<file path="config.mk">
export PLATFORM = sky130hd
export DESIGN_NAME = fetch_sequencer
export DESIGN_NICKNAME = d
export VERILOG_FILES = /design/src/rtl/fetch_pkg.sv /design/src/rtl/npc_select.sv /design/src/rtl/fetch_sequencer.sv
export SDC_FILE = /design/constraint.sdc
export NUM_CORES = 1
export LEC_CHECK = 0
export ABC_AREA = 1
export CORE_MARGIN = 1.5
export CORE_UTILIZATION = 53
export CTS_BUF_LIST = sky130_fd_sc_hd__clkbuf_8
export CTS_CLUSTER_SIZE = 20
export DETAILED_ROUTE_END_ITERATION = 10
export HOLD_SLACK_MARGIN = 0.15
export PLACE_DENSITY = 0.95
export SETUP_SLACK_MARGIN = 0.05
export SLEW_MARGIN = 20
export SYNTH_ARGS = -nofsm -noshare
export SYNTH_HDL_FRONTEND = slang
export SYNTH_SLANG_ARGS = --single-unit
</file>
<file path="constraint.sdc">
create_clock -name clk -period 4.1 [get_ports clk]
set_input_delay 0.82 -clock clk [delete_from_list [all_inputs] [get_ports clk]]
set_output_delay 0.82 -clock clk [all_outputs]
set_load 0.01 [all_outputs]
</file>
<file path="src/rtl/fetch_pkg.sv">
// Shared types and constants for the instruction-fetch sequencer.
package fetch_pkg;

  localparam int unsigned XLEN = 32;

  localparam logic [XLEN-1:0] DEF_RESET_VECTOR = 32'h0000_0000;
  localparam logic [XLEN-1:0] DEF_EXC_VECTOR   = 32'h8000_0180;

  typedef enum logic [1:0] {
    BOOT  = 2'd0,
    FETCH = 2'd1,
    WAIT  = 2'd2,
    HOLD  = 2'd3
  } fetch_state_e;

  typedef enum logic [1:0] {
    SEQ = 2'd0,
    BR  = 2'd1,
    JMP = 2'd2,
    EXC = 2'd3
  } redir_src_e;

  // Instruction word and its address as handed to decode.
  typedef struct packed {
    logic [XLEN-1:0] word;
    logic [XLEN-1:0] addr;
  } fetch_pkt_t;

  function automatic logic [XLEN-1:0] word_align(input logic [XLEN-1:0] a);
    return {a[XLEN-1:2], 2'b00};
  endfunction

endpackage

</file>
<file path="src/rtl/npc_select.sv">
// Priority mux for the redirect target: exception > jump > taken branch.
module npc_select
  import fetch_pkg::*;
#(
  parameter logic [XLEN-1:0] EXC_VECTOR = DEF_EXC_VECTOR
) (
  input  logic            exc_i,
  input  logic            jump_i,
  input  logic            br_taken_i,
  input  logic [XLEN-1:0] br_target_i,
  input  logic [XLEN-1:0] jump_target_i,
  output logic            redir_o,
  output logic [XLEN-1:0] target_o
);

  redir_src_e src;

  always_comb begin
    src = SEQ;
    if (exc_i) begin
      src = EXC;
    end else if (jump_i) begin
      src = JMP;
    end else if (br_taken_i) begin
      src = BR;
    end
  end

  // SEQ never reaches the PC through this path; its target is a don't-care zero.
  always_comb begin
    target_o = '0;
    unique case (src)
      EXC: target_o = word_align(EXC_VECTOR);
      JMP: target_o = word_align(jump_target_i);
      BR:  target_o = word_align(br_target_i);
      SEQ: target_o = '0;
    endcase
  end

  assign redir_o = (src != SEQ);

endmodule

</file>
<file path="src/rtl/fetch_sequencer.sv">
// Instruction-fetch sequencer: owns the PC, drives the imem handshake and
// hands fetched words to decode through a one-entry skid register.
module fetch_sequencer
  import fetch_pkg::*;
#(
  parameter logic [XLEN-1:0] RESET_VECTOR = DEF_RESET_VECTOR,
  parameter logic [XLEN-1:0] EXC_VECTOR   = DEF_EXC_VECTOR
) (
  input  logic            clk,
  input  logic            clrn,
  input  logic            stall,
  input  logic            br_taken,
  input  logic [XLEN-1:0] br_target,
  input  logic            jump,
  input  logic [XLEN-1:0] jump_target,
  input  logic            exc,
  output logic            imem_req,
  output logic [XLEN-1:0] imem_addr,
  input  logic            imem_ack,
  input  logic [XLEN-1:0] imem_rdata,
  output logic [XLEN-1:0] pc,
  output logic [XLEN-1:0] inst,
  output logic [XLEN-1:0] inst_pc,
  output logic            inst_valid,
  output logic [XLEN-1:0] epc
);

  fetch_state_e    state_q, state_d;
  logic [XLEN-1:0] pc_q, pc_d;
  logic [XLEN-1:0] epc_q, epc_d;
  logic [XLEN-1:0] skid_q, skid_d;
  fetch_pkt_t      dec_q, dec_d;
  logic            inst_valid_q, inst_valid_d;
  logic            kill_q, kill_d;

  logic            redir;
  logic [XLEN-1:0] redir_target;
  logic [XLEN-1:0] pc_inc;

  npc_select #(
    .EXC_VECTOR (EXC_VECTOR)
  ) u_npc_select (
    .exc_i         (exc),
    .jump_i        (jump),
    .br_taken_i    (br_taken),
    .br_target_i   (br_target),
    .jump_target_i (jump_target),
    .redir_o       (redir),
    .target_o      (redir_target)
  );

  assign pc_inc = pc_q + XLEN'(4);

  always_ff @(posedge clk or negedge clrn) begin
    if (!clrn) begin
      state_q      <= BOOT;
      pc_q         <= RESET_VECTOR;
      epc_q        <= '0;
      skid_q       <= '0;
      dec_q        <= '0;
      inst_valid_q <= 1'b0;
      kill_q       <= 1'b0;
    end else begin
      state_q      <= state_d;
      pc_q         <= pc_d;
      epc_q        <= epc_d;
      skid_q       <= skid_d;
      dec_q        <= dec_d;
      inst_valid_q <= inst_valid_d;
      kill_q       <= kill_d;
    end
  end

  always_comb begin
    state_d      = state_q;
    pc_d         = pc_q;
    epc_d        = epc_q;
    skid_d       = skid_q;
    dec_d        = dec_q;
    inst_valid_d = inst_valid_q;
    kill_d       = kill_q;
    imem_req     = 1'b0;

    if (exc) begin
      epc_d = dec_q.addr;
    end

    unique case (state_q)
      BOOT: begin
        state_d = FETCH;
      end

      FETCH: begin
        imem_req = !stall;
        if (redir) begin
          pc_d         = redir_target;
          inst_valid_d = 1'b0;
        end else if (!stall) begin
          if (imem_ack) begin
            dec_d        = '{word: imem_rdata, addr: pc_q};
            inst_valid_d = 1'b1;
            pc_d         = pc_inc;
          end else begin
            inst_valid_d = 1'b0;
            state_d      = WAIT;
          end
        end
      end

      // A killed request still has to drain its ack before fetching again.
      WAIT: begin
        imem_req = 1'b1;
        if (redir) begin
          pc_d         = redir_target;
          inst_valid_d = 1'b0;
          if (imem_ack) begin
            kill_d  = 1'b0;
            state_d = FETCH;
          end else begin
            kill_d  = 1'b1;
          end
        end else if (imem_ack) begin
          if (kill_q) begin
            kill_d  = 1'b0;
            state_d = FETCH;
          end else if (!stall) begin
            dec_d        = '{word: imem_rdata, addr: pc_q};
            inst_valid_d = 1'b1;
            pc_d         = pc_inc;
            state_d      = FETCH;
          end else begin
            skid_d  = imem_rdata;
            state_d = HOLD;
          end
        end else if (!stall) begin
          inst_valid_d = 1'b0;
        end
      end

      // pc still addresses the skid word, so it advances only on release.
      HOLD: begin
        if (redir) begin
          pc_d         = redir_target;
          inst_valid_d = 1'b0;
          state_d      = FETCH;
        end else if (!stall) begin
          dec_d        = '{word: skid_q, addr: pc_q};
          inst_valid_d = 1'b1;
          pc_d         = pc_inc;
          state_d      = FETCH;
        end
      end
    endcase
  end

  assign imem_addr  = pc_q;
  assign pc         = pc_q;
  assign inst       = dec_q.word;
  assign inst_pc    = dec_q.addr;
  assign inst_valid = inst_valid_q;
  assign epc        = epc_q;

endmodule

</file>
## Word-level counts from Yosys, hierarchy flattened

Index checks and enable logic that the tools add are counted.

- Add/subtract/negate cells: 1
- Multiply operators: 0
- Divide/modulo/power cells: 0
- Order comparisons: 0
- Eq/ne operators: 23
- Shifts and indexed selects: 0
- Multiplexer cells: 48
- Bitwise gates (word level): 2
- Reduce and logical (&&, ||, !) cells: 12

Operators by type and width:

| operator | number |
|---|---|
| 64-bit two-way mux | 9 |
| 32-bit two-way mux | 8 |
| 64-bit one-hot mux with 3 select lines | 1 |
| 32-bit one-hot mux with 4 select lines | 1 |
| 32-bit one-hot mux with 3 select lines | 1 |
| 32-bit by 3-bit adder with 32-bit output, second input constant | 1 |
| 2-bit two-way mux | 12 |
| 2-bit inequality test, second input constant | 10 |
| 3-bit inequality test, second input constant | 5 |
| 5-bit AND reduction | 3 |
| 1-bit two-way mux | 13 |
| 10-bit AND reduction | 1 |
| 2-bit equality test, second input constant | 4 |
| 4-bit inequality test, second input constant | 2 |
| 2-bit one-hot mux with 4 select lines | 1 |
| 2-bit by 1-bit equality test with 1-bit output, second input constant | 2 |
| 2-bit logical NOT | 2 |
| 4-bit AND reduction | 1 |
| 2-bit nonzero test | 2 |
| 1-bit one-hot mux with 3 select lines | 1 |
| 3-bit nonzero test | 1 |
| 1-bit NOT | 2 |
| 1-bit one-hot mux with 2 select lines | 1 |
| 2-bit AND reduction | 1 |
| 1-bit logical NOT | 1 |

- Register bits after elaboration: 164
- Bits in latches: 0
- RAM bits: 0
- ROM bits: 0
- Bits of input ports: 103
- Output and inout port bits: 162
- Logic and storage cells: 94
- Memories: 0

## Depth between registers and ports, before layout

Gate-level depths: netlist of the first run.

- Depth in word-level cells: 7
- Gate-level depth with buffers: 12

## Modules after synthesis

A second synthesis of the first run with hierarchy kept.

- Cells, all modules: 1126
- Area total of the unflattened synthesis: 8858.5 um^2

Modules (own cells, without submodules):

| module | instances | cells an instance | area an instance (um^2) |
|---|---|---|---|
| fetch_sequencer | 1 | 1017 | 8309.2 |
| npc_select | 1 | 109 | 549.3 |

## Least setup slack after synthesis of the first run

OpenSTA, ideal clock, no wires.

- Path kind: input-to-output
- From: input port stall
- To: output port imem_req
- Arrival: 1202 ps
- Slack: 2078 ps
- Stages: 3
- Path through: inv_1 -> nand2_1 -> a21boi_0

- Word-level cells in the longest chain between the ends: 2

Ends and longest elaborated chain:

| what | RTL line | RTL |
|---|---|---|
| start: declaration | fetch_sequencer.sv:11 | `input logic stall,` |
| 1-bit logical NOT | -- |  |
| 1-bit one-hot mux with 2 select lines | fetch_sequencer.sv:88 | `unique case (state_q)` |
| end: declaration | fetch_sequencer.sv:17 | `output logic imem_req,` |

No other way between the ends.

## Final worst setup path of the first run

Same ends and word-level chain as after synthesis.

==> results.sh, run 1 <==
export IMPL_fp_dieH_um=131
export IMPL_worst_pin_slew_ns=1.05
export IMPL_crit_top_cell="clkdlybuf4s50_1"
export IMPL_fin_nets=1411
export IMPL_yosysWarningCount=0
export IMPL_grt_pass1_vias=8056
export IMPL_drive_gt1_share_pct=9.73
export IMPL_ioPinCount=265
export IMPL_run_status="complete, no violations"
export IMPL_crit_type="input pin to output port"
export IMPL_area_growth_pct=28.2
export IMPL_skew_ns=0.00876
export IMPL_post_drt_wl_per_cell_um=16.2
export IMPL_crit_chain="clkdlybuf4s50_1, inv_1, nand2_1, a21boi_0, clkdlybuf4s50_1"
export IMPL_first_iter_violations=686
export IMPL_critPathRequiredTime_ns=3.28
export IMPL_post_route_drc_count=0
export IMPL_viasPerCell=5.29
export IMPL_grt_overflow=0
export IMPL_insertion_delay_ns=0.47
export IMPL_clk_pin_slew_ns=0.09
export IMPL_dp_hpwl_um=17600
export IMPL_cts_max_path_buffers=2
export IMPL_fin_crit_sh_pct=76.6
export IMPL_postSynth_asyncResetShare_pct=100
export IMPL_hp_class="input pin to async pin"
export IMPL_multiInputGateArea_mm2=0.00359
export IMPL_drtPass1Iterations=5
export IMPL_max_stage_delay_ns=0.59
export IMPL_clockRootBuffer="clkbuf_8"
export IMPL_synth_cells=1132
export IMPL_ant_nets=0
export IMPL_p_leak_nw=5.25
export IMPL_place_congestion=0.918
export IMPL_fmax_mhz=318
export IMPL_timing_max_slew_rel_slack_pct=29.8
export IMPL_cp_max_fo=6
export IMPL_cts_sinks=158
export IMPL_grtUsageTotal_pct=29.4
export IMPL_period_minus_slack_ns=3.14
export IMPL_cts_buffers=17
export IMPL_antenna_found_initial=0
export IMPL_cp_end_kind="output port"
export IMPL_synth_seq_area_share_pct=45.4
export IMPL_start_kind="input pin"
export IMPL_crit_family="buffers and inverters"
export IMPL_cts_hold_buf=0
export IMPL_postRouteWirelength_um=24800
export IMPL_portBuffers=252
export IMPL_path_buf_inv=3
export IMPL_fin_util_pct=70.1
export IMPL_cts_setup_buffers=0
export IMPL_coreArea_mm2=0.0159
export IMPL_cts_tree="done"
export IMPL_fill_cells=1192
export IMPL_syn_area_mm2=0.00871
export IMPL_synthDistinctLibCells=37
export IMPL_num_vias=8098
export IMPL_peakVddDrop_mv=0.413
export IMPL_synth_avg_cell_area_um2=7.69
export IMPL_crit_arrival_ns=2.32
export IMPL_dieWidth_um=131
export IMPL_post_place_ws_ns=0.597
export IMPL_regArea_mm2=0.00395
export IMPL_postCtsResizedCells=0
export IMPL_synth_edf_count=0
export IMPL_grt_first_pass_wirelength_um=40200
export IMPL_setup_viol=0
export IMPL_whs_ns=0.251
export IMPL_slew_violations=0
export IMPL_grt_max_degree=119
export IMPL_cp_slowest_cell="clkdlybuf4s50_1"
export IMPL_powerDensity_mw_per_mm2=633
export IMPL_die_area_mm2=0.0172
export IMPL_setup_ws_ns=0.959
export IMPL_tns_ns=0
export IMPL_hold_viol=0
export IMPL_num_rows=46
export IMPL_drv_cap=0
export IMPL_synth_flop_cell="dfrtp_1"
export IMPL_antennaDiodeCount=0
export IMPL_start_util_pct=54.6
export IMPL_htree_levels=4
export IMPL_rsz0062_at_grt="no"
export IMPL_ys_seq_elements=158
[cell type report]
cell class	count	area share [%]
flip-flops and latches	158	35.4
inverters	86	2.92
clock inverters	14	1.41
multi-input cells	776	32.2
clock buffers	18	2.22
well taps	216	2.42
repair buffers	263	23.4
[cells in the final DEF, fill, tap and decap left out, types with 24 or more instances in the layout]
master / synthesis / final
o21ai_2: 32 / 32
inv_1: 80 / 80
o21ai_1: 24 / 24
nor2_1: 72 / 72
o21ai_0: 67 / 67
nand3_1: 67 / 67
clkdlybuf4s50_1: 0 / 251
nand2_2: 28 / 28
dfrtp_1: 158 / 158
nand2_1: 419 / 419
[worst paths after layout]
check	to	slack, ns	start	depth (start not counted)
max in group asynchronous	inst_pc[3]	2.87	clrn	2
max reg2reg	inst[23]	1.48	state_q[0]	10
min	epc[23]	0.25	clrn	1
min reg2reg	epc[17]	0.48	epc[17]	2
min in group clk	epc[17]	0.48	epc[17]	2
max	imem_req	0.96	stall	5
[kinds of logic after synthesis]
group | share of synthesized area, %
other | 0.0431
buffers and inverters | 13.7
AND/OR/NAND/NOR | 28.8
flip-flops | 45.4
AO/OA/AOI/OAI | 11.1
adder cells (fa/ha/maj) | 0.862
[where the power goes]
| group | internal [mW] | switching [mW] | total [mW] |
|---|---|---|---|
| clock | 0.569 | 0.635 | 1.20 |
| combinational | 1.61 | 1.53 | 3.14 |
| sequential | 2.12 | 0.607 | 2.73 |
| total | 4.30 | 2.77 | 7.07 |
[flip-flops by register name, summed over array words and instances (netlist names)]
name        flops
epc            30
skid_q         32
inst           32
state_q         2
inst_valid      1
inst_pc        30
kill_q          1
imem_addr      30
[stage by stage]
step / instance area, um2 / power (mW) / std cells
global route: 11200 / 7.51 / 1531
global placement: 10800 / 5.74 / 1499
finish: 11200 / 7.07 / 1531
detailed placement: 10800 / 5.87 / 1499
CTS: 11200 / 7.09 / 1531
floorplan: 8730 / 4.41 / 1139
[synthesized netlist by cell type, types with 2 or more instances]
cell type | count | area [um2]
a21oi_2 | 5 | 43.8
buf_6 | 18 | 203
inv_2 | 4 | 15.0
nand2_1 | 419 | 1570
ha_1 | 6 | 75.1
nand2_4 | 2 | 22.5
buf_2 | 6 | 30.0
nand2_2 | 28 | 175
nor2_1 | 72 | 270
clkbuf_1 | 16 | 60.1
a21oi_1 | 17 | 85.1
and2_1 | 2 | 12.5
inv_1 | 80 | 300
buf_1 | 4 | 15.0
o21ai_1 | 24 | 120
o211ai_1 | 5 | 37.5
dfrtp_1 | 158 | 3950
a31oi_1 | 4 | 25.0
o21ai_0 | 67 | 335
o21ai_2 | 32 | 280
nand4_1 | 3 | 18.8
nor2_2 | 5 | 31.3
nand3_1 | 67 | 335
buf_4 | 75 | 563
[per-layer routing]
layer	track usage (%)	wire length [um]	vias to the layer above
li1	-	-	3813
met1	32.7	9360	3855
met2	53.0	12600	386
met3	9.03	2210	44
met4	10.6	635	0
met5	0	0	-
(Power assumes the default switching activity.)
==> run 2, diff against run 1 <==
CORE_UTILIZATION = 49   (was 53)
PLACE_DENSITY = 0.9   (was 0.95)
clock period = 3 ns   (was 4.1 ns; I/O delays follow)
==> results.sh, run 2 (synthesis results as in run 1) <==
export IMPL_power_internal_mw=5.80
export IMPL_coreArea_mm2=0.0174
export IMPL_drv_cap=0
export IMPL_swShare_pct=39.3
export IMPL_slew_violations=0
export IMPL_cts_hold_buf=0
export IMPL_cp_max_fo=5
export IMPL_portBuffers=252
export IMPL_htree_levels=4
export IMPL_fin_crit_sh_pct=91.8
export IMPL_drive_gt1_share_pct=10.3
export IMPL_final_cells=1548
export IMPL_power_frac_comb_pct=44.5
export IMPL_fin_nets=1419
export IMPL_clk_pin_slew_ns=0.10
export IMPL_postCtsResizedCells=0
export IMPL_peakVddDrop_mv=0.512
export IMPL_timing_rr_end="inst[8]"
export IMPL_setup_viol=0
export IMPL_p_sw_mw=3.76
export IMPL_antenna_found_initial=0
export IMPL_cts_sinks=158
export IMPL_start_util_pct=50.2
export IMPL_timing_max_slew_rel_slack_pct=52.2
export IMPL_cts_setup_buffers=0
export IMPL_start_kind="flip-flop"
export IMPL_critPathRequiredTime_ns=2.40
export IMPL_r2r_cells=10
export IMPL_powerDensity_mw_per_mm2=850
export IMPL_tns_ns=0
export IMPL_grt_pass1_vias=7784
export IMPL_place_congestion=0.882
export IMPL_crit_type="flip-flop to output port"
export IMPL_place_inst=1516
export IMPL_ant_nets=0
export IMPL_cts_max_path_buffers=2
export IMPL_setup_worst_path_end="imem_req"
export IMPL_grt_first_pass_wirelength_um=37800
export IMPL_num_rows=48
export IMPL_area_growth_pct=29.1
export IMPL_num_vias=7951
export IMPL_dp_hpwl_um=17700
export IMPL_clockRootBuffer="clkbuf_8"
export IMPL_die_area_mm2=0.0186
export IMPL_fin_area_mm2=0.0112
export IMPL_cts_tree="done"
export IMPL_dpl_instance_area_mm2=0.0109
export IMPL_crit_start="state_q[0]"
export IMPL_first_iter_violations=476
export IMPL_hold_viol=0
export IMPL_grt_max_degree=77
export IMPL_insertion_delay_ns=0.46
export IMPL_run_status="complete, no violations"
export IMPL_post_route_drc_count=0
export IMPL_postRouteWirelength_um=24100
export IMPL_worst_pin_slew_ns=0.718
export IMPL_crit_arrival_ns=2.15
export IMPL_cp_end_kind="output port"
export IMPL_post_drt_wl_per_cell_um=15.5
export IMPL_grtUsageTotal_pct=26.4
export IMPL_ioPinCount=265
export IMPL_layout_common_cells="419 x nand2_1, 251 x clkdlybuf4s50_1, 158 x dfrtp_1, 80 x inv_1, 72 x nor2_1"
export IMPL_reg2reg_slack_ns=0.82
export IMPL_sequentialPowerShare_pct=39.0
export IMPL_skew_ns=0.0129
export IMPL_viasPerCell=5.14
export IMPL_antennaDiodeCount=0
export IMPL_cts_buffers=17
export IMPL_grt_overflow=0
export IMPL_fmax_mhz=363
export IMPL_hp_class="input pin to async pin"
export IMPL_fp_dieH_um=136
export IMPL_period_minus_slack_ns=2.75
export IMPL_p_leak_nw=5.28
export IMPL_rsz0062_at_grt="no"
export IMPL_rr_startpoint="state_q[0]"
export IMPL_drtPass1Iterations=7
export IMPL_final_common_cell="nand2_1"
export IMPL_power_frac_clock_pct=16.5
export IMPL_dieWidth_um=136
[run 2: worst min-delay path by stage]
stage | startpoint | slack [ns] | to | cells after the start
global placement | epc[25] | 0.45 | epc[25] | 2
floorplan | clrn | 0.30 | epc[10] | 0
CTS | clrn | 0.18 | imem_addr[25] | 1
global route | clrn | 0.21 | epc[26] | 1
detailed placement | epc[17] | 0.46 | epc[17] | 2
finish | clrn | 0.17 | epc[18] | 1
[run 2: power by group through the flow]
stage | combinational [mW] | clock, mW | sequential [mW]
final | 4.25 | 1.57 | 3.73
after global routing | 4.68 | 1.69 | 3.84
after global placement | 4.15 | 0 | 3.73
after CTS | 4.29 | 1.60 | 3.73
after detailed placement | 4.28 | 0 | 3.75
after floorplan | 2.29 | 0 | 3.74
[run 2: area by class of cell]
class | instances | area [um2]
clock buffer | 17 | 234
inverter | 86 | 327
multi-input combinational | 776 | 3590
timing repair buffer | 271 | 2700
sequential | 158 | 3950
fill | 1407 | 6110
clock inverter | 15 | 149
tap | 225 | 282
[run 2: through the flow]
stage | utilization (%) | total power, mW | worst slack (ns) | hold WS, ns
3_5_place_dp | 62.6 | 8.02 | 0.337 | 0.457
3_3_place_gp | 62.6 | 7.88 | 0.334 | 0.454
4_1_cts | 64.8 | 9.61 | 0.215 | 0.185
6_report | 64.8 | 9.55 | 0.247 | 0.171
2_1_floorplan | - | 6.03 | 1.29 | 0.304
5_1_grt | 64.8 | 10.2 | 0.0539 | 0.206
[run 2: worst max-delay path: stages (launching register included)]
cell and delay, ns:
dfrtp_1 0.45, inv_1 0.10, ha_1 0.26, inv_2 0.09, a21boi_0 0.19, clkdlybuf4s50_1 0.60
[run 2: layer usage]
| layer | vias to the layer above | track usage, % | wire (um) |
|---|---|---|---|
| li1 | 3831 | - | - |
| met1 | 3734 | 29.3 | 9120 |
| met2 | 333 | 47.4 | 12200 |
| met3 | 53 | 6.64 | 1950 |
| met4 | 0 | 11.8 | 790 |
| met5 | - | 0 | 0 |
==> run 3, diff against run 2 <==
CORE_MARGIN = unset   (was 1.5)
==> results.sh, run 3 (synthesis results as in run 1) <==
export IMPL_min_path_cells=2
export IMPL_antenna_found_initial=1
export IMPL_post_route_drc_count=0
export IMPL_cts_sinks=158
export IMPL_viasPerCell=5.14
export IMPL_ant_nets=0
export IMPL_peakVddDrop_mv=0.422
export IMPL_cts_buffers=17
export IMPL_r2r_cells=10
export IMPL_fp_dieH_um=135
export IMPL_drv_cap=0
export IMPL_dp_hpwl_um=17400
export IMPL_start_kind="flip-flop"
export IMPL_die_area_mm2=0.0183
export IMPL_rsz0062_at_grt="no"
export IMPL_drtPass1Iterations=7
export IMPL_timing_max_slew_rel_slack_pct=58.5
export IMPL_tns_ns=0
export IMPL_fin_crit_sh_pct=91.9
export IMPL_setup_viol=0
export IMPL_dieWidth_um=135
export IMPL_crit_arrival_ns=2.16
export IMPL_insertion_delay_ns=0.45
export IMPL_post_drt_wl_per_cell_um=15.4
export IMPL_grt_first_pass_wirelength_um=37900
export IMPL_clockRootBuffer="clkbuf_8"
export IMPL_cp_end_kind="output port"
export IMPL_run_status="complete, no violations"
export IMPL_num_vias=7958
export IMPL_cp_slowest_cell="clkdlybuf4s50_1"
export IMPL_place_congestion=0.862
export IMPL_crit_chain="inv_1, ha_1, nand2_1, a21boi_0, clkdlybuf4s50_1"
export IMPL_crit_type="flip-flop to output port"
export IMPL_powerDensity_mw_per_mm2=848
export IMPL_postRouteWirelength_um=23800
export IMPL_area_growth_pct=29.0
export IMPL_setup_ws_ns=0.244
export IMPL_grt_max_degree=66
export IMPL_num_rows=48
export IMPL_whs_ns=0.476
export IMPL_post_place_ws_ns=0.323
export IMPL_slew_violations=0
export IMPL_critPathRequiredTime_ns=2.40
export IMPL_coreArea_mm2=0.0173
export IMPL_final_common_cell="nand2_1"
export IMPL_worst_pin_slew_ns=0.623
export IMPL_grt_overflow=0
export IMPL_place_inst=1514
export IMPL_clk_pin_slew_ns=0.08
export IMPL_first_iter_violations=456
export IMPL_fin_nets=1418
export IMPL_skew_ns=0.00688
export IMPL_htree_levels=4
export IMPL_start_util_pct=50.3
export IMPL_fmax_mhz=363
export IMPL_cts_max_path_buffers=2
export IMPL_final_cells=1548
export IMPL_layout_common_cells="419 x nand2_1, 251 x clkdlybuf4s50_1, 158 x dfrtp_1, 80 x inv_1, 72 x nor2_1"
export IMPL_period_minus_slack_ns=2.76
export IMPL_portBuffers=252
export IMPL_drive_gt1_share_pct=10.1
export IMPL_cp_max_fo=7
export IMPL_grtUsageTotal_pct=26.9
export IMPL_p_leak_nw=5.28
export IMPL_grt_pass1_vias=7552
export IMPL_hp_class="flip-flop to flip-flop"
export IMPL_cts_tree="done"
export IMPL_max_stage_delay_ns=0.60
export IMPL_hold_viol=0
export IMPL_ioPinCount=265
run 3: cell types whose count changed in the layout (fill, tap and decap cells not counted), moves of 2 or more:
cell / change
clkinv_4: +3
inv_6: -2
clkinvlp_4: -2
buf_4: -2
clkbuf_8: +3
run 3: worst max-delay path: cells and delay by family, from the launching register on:
| kind | cells | cell delay (ns) |
|---|---|---|
| simple gates | 1 | 0.08 |
| compound gates | 1 | 0.16 |
| flops | 1 | 0.42 |
| fa+ha+maj | 1 | 0.31 |
| buf+inv | 2 | 0.72 |
run 3: final cells by class:
| cell class | count | area (um2) |
|---|---|---|
| fill | 1419 | 6060 |
| sequential | 158 | 3950 |
| multi-input combinational | 776 | 3590 |
| timing repair buffer | 270 | 2700 |
| inverter | 86 | 327 |
| tap | 225 | 282 |
| clock buffer | 20 | 275 |
| clock inverter | 12 | 101 |
| antenna | 1 | 2.50 |
run 3: power by group:
part	internal, mW	switching, mW	leakage [nW]
combinational	2.24	2.04	3.03
sequential	2.90	0.835	2.06
clock	0.660	0.843	0.189
total	5.80	3.72	5.28
run 3: timing repair:
item,in CTS,in global routing
setup buffers,0,0
resized for setup,0,0
hold buffers,1,0
hold endpoints to repair,44,0
run 3: worst paths after layout:
path / start / slack (ns) / endpoint
min in group asynchronous: clrn / 0.65 / epc[25]
setup reg to reg: state_q[0] / 0.80 / imem_addr[5]
hold reg to reg: epc[28] / 0.48 / epc[28]
setup / recovery: state_q[1] / 0.24 / imem_req
max in group asynchronous: clrn / 1.57 / inst[31]
hold / removal: epc[28] / 0.48 / epc[28]
run 3: through the flow:
step | total power, mW | instance area, um2 | util, %
global route | 10.2 | 11200 | 64.9
CTS | 9.59 | 11200 | 64.9
finish | 9.52 | 11200 | 64.9
detailed placement | 8.06 | 10800 | 62.7
floorplan | 6.03 | 8730 | -
global placement | 7.92 | 10800 | 62.7
run 3: metal layers:
| metal | track usage (%) | wire, um | vias to the layer above |
|---|---|---|---|
| met4 | 11.7 | 615 | 0 |
| met3 | 6.81 | 2110 | 54 |
| li1 | - | - | 3839 |
| met5 | 0 | 0 | - |
| met1 | 31.1 | 9130 | 3705 |
| met2 | 47.1 | 11900 | 360 |
